`src/rtl/sse_ctrl_pkg.sv`:
```
// Shared definitions for the SSE stream controller: FSM state encoding and
// the reserved command/ack byte values.
package sse_ctrl_pkg;

    typedef enum logic [2:0] {
        ST_IDLE,
        ST_RESET,
        ST_SELECT,
        ST_RUN,
        ST_DRAIN,
        ST_ACK
    } state_t;

    localparam logic [7:0] CMD_RESET = 8'hFF;
    localparam logic [7:0] ACK_ERR   = 8'hEE;

endpackage

```
`src/rtl/sse_frame_counter.sv`:
```
// Saturating pixel counter with synchronous clear and a terminal-count flag;
// it stops incrementing once it reaches TC_VALUE.
module sse_frame_counter #(
    parameter int             W        = 20,
    parameter logic [W-1:0]   TC_VALUE = '1
) (
    input  logic         bus_clk,
    input  logic         clear,
    input  logic         inc,
    output logic [W-1:0] count,
    output logic         tc
);

    assign tc = (count == TC_VALUE);

    // NOTE: registered state is always updated with non-blocking assignments.
    always_ff @(posedge bus_clk) begin
        if (clear) begin
            count <= '0;
        end else if (inc && !tc) begin
            count <= count + 1'b1;
        end
    end

endmodule

```
`src/rtl/sse_stream_ctrl.sv`:
```
// Command/frame sequencer between the host FIFOs and the SSE pipeline.
// Optional drain watchdog enabled by defining SSE_CTRL_TIMEOUT_EN.
module sse_stream_ctrl
    import sse_ctrl_pkg::*;
#(
    parameter int FRAME_PIXELS   = 307200,
    parameter int PIX_CNT_W      = 20,
    parameter int RST_CYCLES     = 4
`ifdef SSE_CTRL_TIMEOUT_EN
   ,parameter int TIMEOUT_CYCLES = 65536
`endif
) (
    input  logic       bus_clk,
    input  logic       reset,
    input  logic       cmd_valid,
    input  logic [7:0] cmd_data,
    output logic       cmd_rd_en,
    output logic       sse_reset,
    output logic       sse_select_valid,
    input  logic       sse_select_ready,
    output logic [7:0] sse_select_bits,
    input  logic       img_in_valid,
    output logic       img_in_rd_en,
    output logic       sse_img_in_valid,
    input  logic       sse_img_in_ready,
    input  logic       img_out_fire,
    input  logic       ack_full,
    output logic       ack_wr_en,
    output logic [7:0] ack_data,
    output logic       busy,
    output logic [7:0] cur_select
);

    localparam int RST_W = (RST_CYCLES > 1) ? $clog2(RST_CYCLES) : 1;

    state_t           state, next_state;
    logic             cfg_ok;
    logic [7:0]       sel_q, ack_q, ack_val;
    logic [RST_W-1:0] rst_cnt;
    logic             load_sel, load_ack, commit_sel, cnt_clear, in_inc, out_inc;
    logic             in_tc, out_tc;
    logic [PIX_CNT_W-1:0] in_cnt, out_cnt;
    logic             drain_tc;

    sse_frame_counter #(
        .W        (PIX_CNT_W),
        .TC_VALUE (PIX_CNT_W'(FRAME_PIXELS - 1))
    ) u_in_cnt (
        .bus_clk (bus_clk),
        .clear   (reset | cnt_clear),
        .inc     (in_inc),
        .count   (in_cnt),
        .tc      (in_tc)
    );

    // Output beats past the end of the frame saturate here and are ignored.
    sse_frame_counter #(
        .W        (PIX_CNT_W),
        .TC_VALUE (PIX_CNT_W'(FRAME_PIXELS))
    ) u_out_cnt (
        .bus_clk (bus_clk),
        .clear   (reset | cnt_clear),
        .inc     (out_inc),
        .count   (out_cnt),
        .tc      (out_tc)
    );

`ifdef SSE_CTRL_TIMEOUT_EN
    localparam int TO_W = (TIMEOUT_CYCLES > 1) ? $clog2(TIMEOUT_CYCLES) : 1;
    logic [TO_W-1:0] drain_cnt;

    assign drain_tc = (drain_cnt == TO_W'(TIMEOUT_CYCLES - 1));

    always_ff @(posedge bus_clk) begin
        if (reset || state != ST_DRAIN) drain_cnt <= '0;
        else                            drain_cnt <= drain_cnt + 1'b1;
    end
`else
    assign drain_tc = 1'b0;
`endif

    always_ff @(posedge bus_clk) begin
        if (reset) state <= ST_IDLE;
        else       state <= next_state;
    end

    always_ff @(posedge bus_clk) begin
        if (reset || state != ST_RESET) rst_cnt <= '0;
        else                            rst_cnt <= rst_cnt + 1'b1;
    end

    always_ff @(posedge bus_clk) begin
        if (reset) begin
            cfg_ok     <= 1'b0;
            cur_select <= 8'h00;
            sel_q      <= 8'h00;
            ack_q      <= 8'h00;
        end else begin
            if (load_sel) sel_q <= cmd_data;
            if (load_ack) ack_q <= ack_val;
            if (commit_sel) begin
                cur_select <= sel_q;
                cfg_ok     <= 1'b1;
            end
            if (state == ST_RESET) cfg_ok <= 1'b0;
        end
    end

    // NOTE: every signal gets a default before the case so no path infers a latch.
    always_comb begin
        next_state       = state;
        cmd_rd_en        = 1'b0;
        sse_reset        = 1'b0;
        sse_select_valid = 1'b0;
        sse_select_bits  = 8'h00;
        img_in_rd_en     = 1'b0;
        sse_img_in_valid = 1'b0;
        ack_wr_en        = 1'b0;
        ack_data         = 8'h00;
        busy             = (state != ST_IDLE);
        load_sel         = 1'b0;
        load_ack         = 1'b0;
        ack_val          = ack_q;
        commit_sel       = 1'b0;
        cnt_clear        = 1'b0;
        in_inc           = 1'b0;
        out_inc          = 1'b0;

        case (state)
            ST_IDLE: begin
                // A pending command always wins over starting another frame.
                cmd_rd_en = cmd_valid;
                if (cmd_valid) begin
                    load_ack = 1'b1;
                    ack_val  = cmd_data;
                    if (cmd_data == CMD_RESET) begin
                        next_state = ST_RESET;
                    end else begin
                        load_sel   = 1'b1;
                        next_state = ST_SELECT;
                    end
                end else if (cfg_ok && img_in_valid) begin
                    load_ack   = 1'b1;
                    ack_val    = cur_select;
                    next_state = ST_RUN;
                end
            end
            ST_RESET: begin
                sse_reset = 1'b1;
                cnt_clear = 1'b1;
                if (rst_cnt == RST_W'(RST_CYCLES - 1)) next_state = ST_ACK;
            end
            ST_SELECT: begin
                sse_select_valid = 1'b1;
                sse_select_bits  = sel_q;
                if (sse_select_ready) begin
                    commit_sel = 1'b1;
                    next_state = ST_RUN;
                end
            end
            ST_RUN: begin
                sse_img_in_valid = img_in_valid;
                img_in_rd_en     = img_in_valid & sse_img_in_ready;
                in_inc           = img_in_rd_en;
                out_inc          = img_out_fire;
                if (img_in_rd_en && in_tc) next_state = ST_DRAIN;
            end
            ST_DRAIN: begin
                out_inc = img_out_fire;
                if (out_tc) begin
                    next_state = ST_ACK;
                end else if (drain_tc) begin
                    load_ack   = 1'b1;
                    ack_val    = ACK_ERR;
                    next_state = ST_RESET;
                end
            end
            ST_ACK: begin
                ack_data = ack_q;
                if (!ack_full) begin
                    ack_wr_en  = 1'b1;
                    cnt_clear  = 1'b1;
                    next_state = ST_IDLE;
                end
            end
            default: next_state = ST_IDLE;
        endcase

        if (reset) begin
            cmd_rd_en        = 1'b0;
            sse_reset        = 1'b1;
            sse_select_valid = 1'b0;
            sse_select_bits  = 8'h00;
            img_in_rd_en     = 1'b0;
            sse_img_in_valid = 1'b0;
            ack_wr_en        = 1'b0;
            ack_data         = 8'h00;
            busy             = 1'b0;
        end
    end

endmodule

```
`config.mk`:
```
export PLATFORM = sky130hd
export DESIGN_NAME = sse_stream_ctrl
export DESIGN_NICKNAME = d
export VERILOG_FILES = /design/src/rtl/sse_ctrl_pkg.sv /design/src/rtl/sse_frame_counter.sv /design/src/rtl/sse_stream_ctrl.sv
export SDC_FILE = /design/constraint.sdc
export NUM_CORES = 1
export LEC_CHECK = 0
export CELL_PAD_IN_SITES_DETAIL_PLACEMENT = 0
export CELL_PAD_IN_SITES_GLOBAL_PLACEMENT = 2
export CORE_MARGIN = 5
export CORE_UTILIZATION = 40
export CTS_BUF_LIST = sky130_fd_sc_hd__clkbuf_8
export DETAILED_ROUTE_END_ITERATION = 6
export DONT_BUFFER_PORTS = 1
export PLACE_DENSITY_LB_ADDON = 0.1
export SYNTH_ARGS = -nofsm -noshare
export SYNTH_HDL_FRONTEND = slang
export SYNTH_SLANG_ARGS = --single-unit
```
`constraint.sdc`:
```
create_clock -name bus_clk -period 5.6 [get_ports bus_clk]
set_input_delay 0.56 -clock bus_clk [delete_from_list [all_inputs] [get_ports bus_clk]]
set_output_delay 0.56 -clock bus_clk [all_outputs]
set_load 0.1 [all_outputs]
```
== Yosys cells after proc, flatten, opt, wreduce, memory -nomap -nowiden ==
Index checks and enable logic that the tools add are counted.
Cells by class
  equal/unequal tests: 16
  add/sub/neg operators: 3
  bitwise operators: 2
  multiplexer cells: 39
  reductions and logical operators: 14
Operators with widths (count)
  8-bit 2-to-1 mux: 6
  20-bit by 1-bit adder with 20-bit output (second input constant): 2
  20-bit by 19-bit == test with 1-bit output (second input constant): 2
  1-bit 2-to-1 mux: 23
  3-bit 2-to-1 mux: 7
  3-bit case mux with 6 select lines: 1
  8-bit == test (second input constant): 1
  3-bit by 2-bit == test with 1-bit output (second input constant): 2
  3-bit == test (second input constant): 2
  2-bit != test (second input constant): 3
  6-bit AND reduction: 1
  1-bit logical AND: 4
  2-bit by 1-bit != test with 1-bit output (second input constant): 2
  2-bit OR reduction: 2
  3-bit by 1-bit == test with 1-bit output (second input constant): 1
  3-bit logical NOT: 1
  3-bit by 1-bit != test with 1-bit output (second input constant): 1
  3-bit != test (second input constant): 1
  3-bit AND reduction: 1
  3-bit nonzero test: 1
  2-bit by 1-bit adder with 2-bit output (second input constant): 1
  2-bit == test (second input constant): 1
  1-bit logical NOT: 2
  2-bit 2-to-1 mux: 1
  other kinds (5): 5
Word-level totals
  output and inout bits: 31
  bits in registers: 70
  input bits: 16

== Depth between registers and ports, before layout ==
  depth in word-level cells: 5
  gate-level depth with buffers: 8

== Hierarchy ==
From an unflattened synthesis, not the netlist that was laid out.
Second synthesis, totals
  cell total of the unflattened synthesis: 415
  area total of the unflattened synthesis: 3617.2 um^2
Modules (own cells, without submodules)
  sse_stream_ctrl: instances 1, area each 1546.5 um^2, cells an instance 179
  sse_frame_counter (u_in_cnt): instances 1, area each 1048.5 um^2, cells an instance 114
  sse_frame_counter (u_out_cnt): instances 1, area each 1022.2 um^2, cells an instance 122

== Least setup slack after synthesis ==
OpenSTA, ideal clock, no wires.
  path kind: register to output
  from: register state[1]
  to: output port sse_select_bits[0]
  path slack: 2.300 ns
  stages on the path, launching flop included: 6
  arrival time: 2.740 ns
  path buffers: 2
  path through: dfxtp_1 buf_2 and3_1 nor2b_1 clkbuf_1 and2_1
Between the ends
  longest elaborated chain between the ends: 3
Ends and longest elaborated chain
  from (decl): line sse_stream_ctrl.sv:36  | state_t state, next_state;
  from (signal assigned): line sse_stream_ctrl.sv:84  | else state <= next_state;
  3-bit by 2-bit == test with 1-bit output: line sse_stream_ctrl.sv:129  | case (state)
  8-bit 2-to-1 mux: line sse_stream_ctrl.sv:129
  8-bit 2-to-1 mux: line sse_stream_ctrl.sv:189  | if (reset) begin
  to (decl): line sse_stream_ctrl.sv:21  | output logic [7:0] sse_select_bits,
No other way between the ends.

== Worst setup path in the final report ==
  from: register state[2]
  to: output port ack_wr_en
Between the ends
  longest elaborated chain between the ends: 3
Ends and longest elaborated chain
  3-bit == test: line sse_stream_ctrl.sv:129
  1-bit 2-to-1 mux: line sse_stream_ctrl.sv:129
  1-bit 2-to-1 mux: line sse_stream_ctrl.sv:189
  to (decl): line sse_stream_ctrl.sv:28  | output logic ack_wr_en,
No other way between the ends.

==> qor.csv <==
metric,value,unit
crit_required,5.04,ns
fp.dieW,103,um
synth_warnings,0,
leakagePower,0.00127,uW
cp.arrival,2.88,ns
rsz0062_at_grt,no,
ant_nets,0,
cts_resized,0,
wl_per_cell,15.2,um
crit_path_start_kind,flip-flop,
synthMostInstantiatedCell,dfxtp_1,
grt_usage,15.5,%
clk_pin_slew,0.08,ns
r2r_slack,3.04,ns
start_util,40.5,%
post-place-ws,2.45,ns
seq_area_frac_synth,40.3,%
overflow,0,
fmax,291,MHz
port_buffers,0,
num-nets-final,431,
cp_max_fo,15,
fin_crit_sh,61.4,%
cts_tree,yes,
yosys.area.top_type_share,40.3,%
final_util,43.0,%
finalHoldViolCount,0,
skew,0.0100,ns
fp.dieH,103,um
area_delta_synth_final,6.23,%
worst_slack,2.16,ns
grtUsageMet2,24.5,%
grt_pass1_vias,2625,
worstMarginPinSlew,1.10,ns
status,finished clean,
io_pins,47,
gr-usage-met3,4.96,%
num_vias,2812,
syn_inst,421,
grt_pass1_wl,13000,um
slew_headroom,26.4,%
synth-main-ff-cell,dfxtp_1,
synth-seq-cells,70,
syn_nets,441,
hold_buffers,0,
cts_buffers,9,
crit_type,flip-flop to output port,
synth_area,3480,um^2
n_antenna_cell,0,
grt-busiest-layer,met2,
setup.worst_path.end_class,output port,
die_area,10700,um^2
drive_gt1_share,6.97,%
synth.avg_cell_area,8.26,um^2
h-tree-depth,3,
whs_path_depth,1,
ys_async_sr_fraction,0,%
met1_usage,20.6,%
viasPerCell,5.37,
post-dp-hpwl,5750,um
setup_viol,0,
wirelength,7990,um
cts_sinks,70,
tns,0,ns
post_cts_buffers,0,
synth.area.top_cells,"dfxtp_1, nor2_1, mux2i_1",
synth_edf_count,0,
clockRootBuffer,clkbuf_8,
hp-class,input pin to flip-flop,
antenna_found_initial,0,
cts_buffer_depth,2,
cap_violations,0,
drtIter0Drc,77,
drv_slew,0,
worst_r2r_path_depth,5,
placementRows,34,
globalplace.congestion,0.761,
synth_common_cells,"dfxtp_1, nor2_1, nand2_1",
synth_top_area_cell,dfxtp_1,
core-area,8590,um^2
ir_worst_vdd,0.000156,V
first_pass_iters,4,
worstSkewPairLatency,0.34,ns
min_period,3.44,ns
drc_errors,0,
grt_max_degree,40,
yosys.cell_types.count,48,
p_per_area,340,nW/um^2
==> worst max-delay path: stages (launching register included) <==
cell and delay [ns]:
dfxtp_1 0.58, inv_1 0.13, nor4_1 0.82, nor2b_2 1.00
==> cell type report <==
| cell class | count | area [um^2] |
|---|---|---|
| clock buffers | 9 | 124 |
| clock inverters | 7 | 42.5 |
| fillers | 897 | 4900 |
| inverters | 8 | 30.0 |
| multi-input cells | 321 | 1950 |
| flip-flops and latches | 70 | 1400 |
| well taps | 108 | 135 |
| repair buffers | 1 | 7.51 |
==> layout by cell type (no fill, tap or decap), types with 2 or more instances in the layout <==
master / instances
or3_1: 15
nand4_1: 15
nand3_1: 14
nand2b_1: 3
mux2i_1: 18
clkinv_2: 3
xor2_1: 13
o2111ai_1: 2
dfxtp_1: 70
a211oi_1: 11
and4_1: 2
nor3_1: 8
nor2_1: 51
nor4_1: 5
clkinvlp_4: 2
and3_1: 8
o21a_1: 2
nand2_1: 37
nor3b_1: 3
or4_1: 6
nor4b_1: 5
inv_1: 8
and2_1: 20
nor2_2: 2
or2_2: 3
clkbuf_8: 9
a31oi_1: 2
a21oi_1: 24
nor2b_2: 2
ha_1: 4
xnor2_1: 6
o211ai_1: 7
o21ai_0: 18
==> registers in the layout, indices dropped and copies added (netlist names) <==
name             count
state                3
sel_q                8
ack_q                8
rst_cnt              2
cfg_ok               1
cur_select           8
u_out_cnt.count     20
u_in_cnt.count      20
==> per-stage QoR <==
stage	std cells	total power [uW]	cell area (um^2)	hold slack, ns
after global placement	508	920	3530	0.411
final	524	1260	3690	0.282
after detailed placement	508	921	3530	0.427
after floorplan	421	885	3480	0.397
after global routing	524	1330	3690	0.256
after CTS	524	1280	3690	0.260
==> cells by family (layout without fill, tap and decap cells) <==
logic type | count (synthesis) | after routing | share of synthesized area, %
compound gates | 70 | 70 | 12.0
xor+xnor | 19 | 19 | 4.79
buf+inv | 30 | 25 | 3.81
fa+ha+maj | 4 | 4 | 1.44
flops | 70 | 70 | 40.3
simple gates | 210 | 210 | 32.5
mux | 18 | 18 | 5.18
==> routing by layer <==
layer | vias up | routed length (um)
met3 | 7 | 415
met4 | 0 | 86
met2 | 38 | 3620
met5 | - | 0
li1 | 1476 | -
met1 | 1291 | 3860
==> report_power, final <==
part	switching, uW	internal, uW
combinational	219	86.8
sequential	60.3	540
clock	193	157
total	473	784
==> worst paths after layout <==
check / to / startpoint
max: ack_wr_en / state[2]$_SDFFE_PP0P_
min: ack_q[1]$_SDFFE_PP0P_ / reset
max reg2reg: u_in_cnt.count[3]$_SDFFE_PP0P_ / state[1]$_SDFFE_PP0P_
min reg2reg: rst_cnt[0]$_SDFF_PP0_ / rst_cnt[0]$_SDFF_PP0_
(Power assumes the default switching activity.)
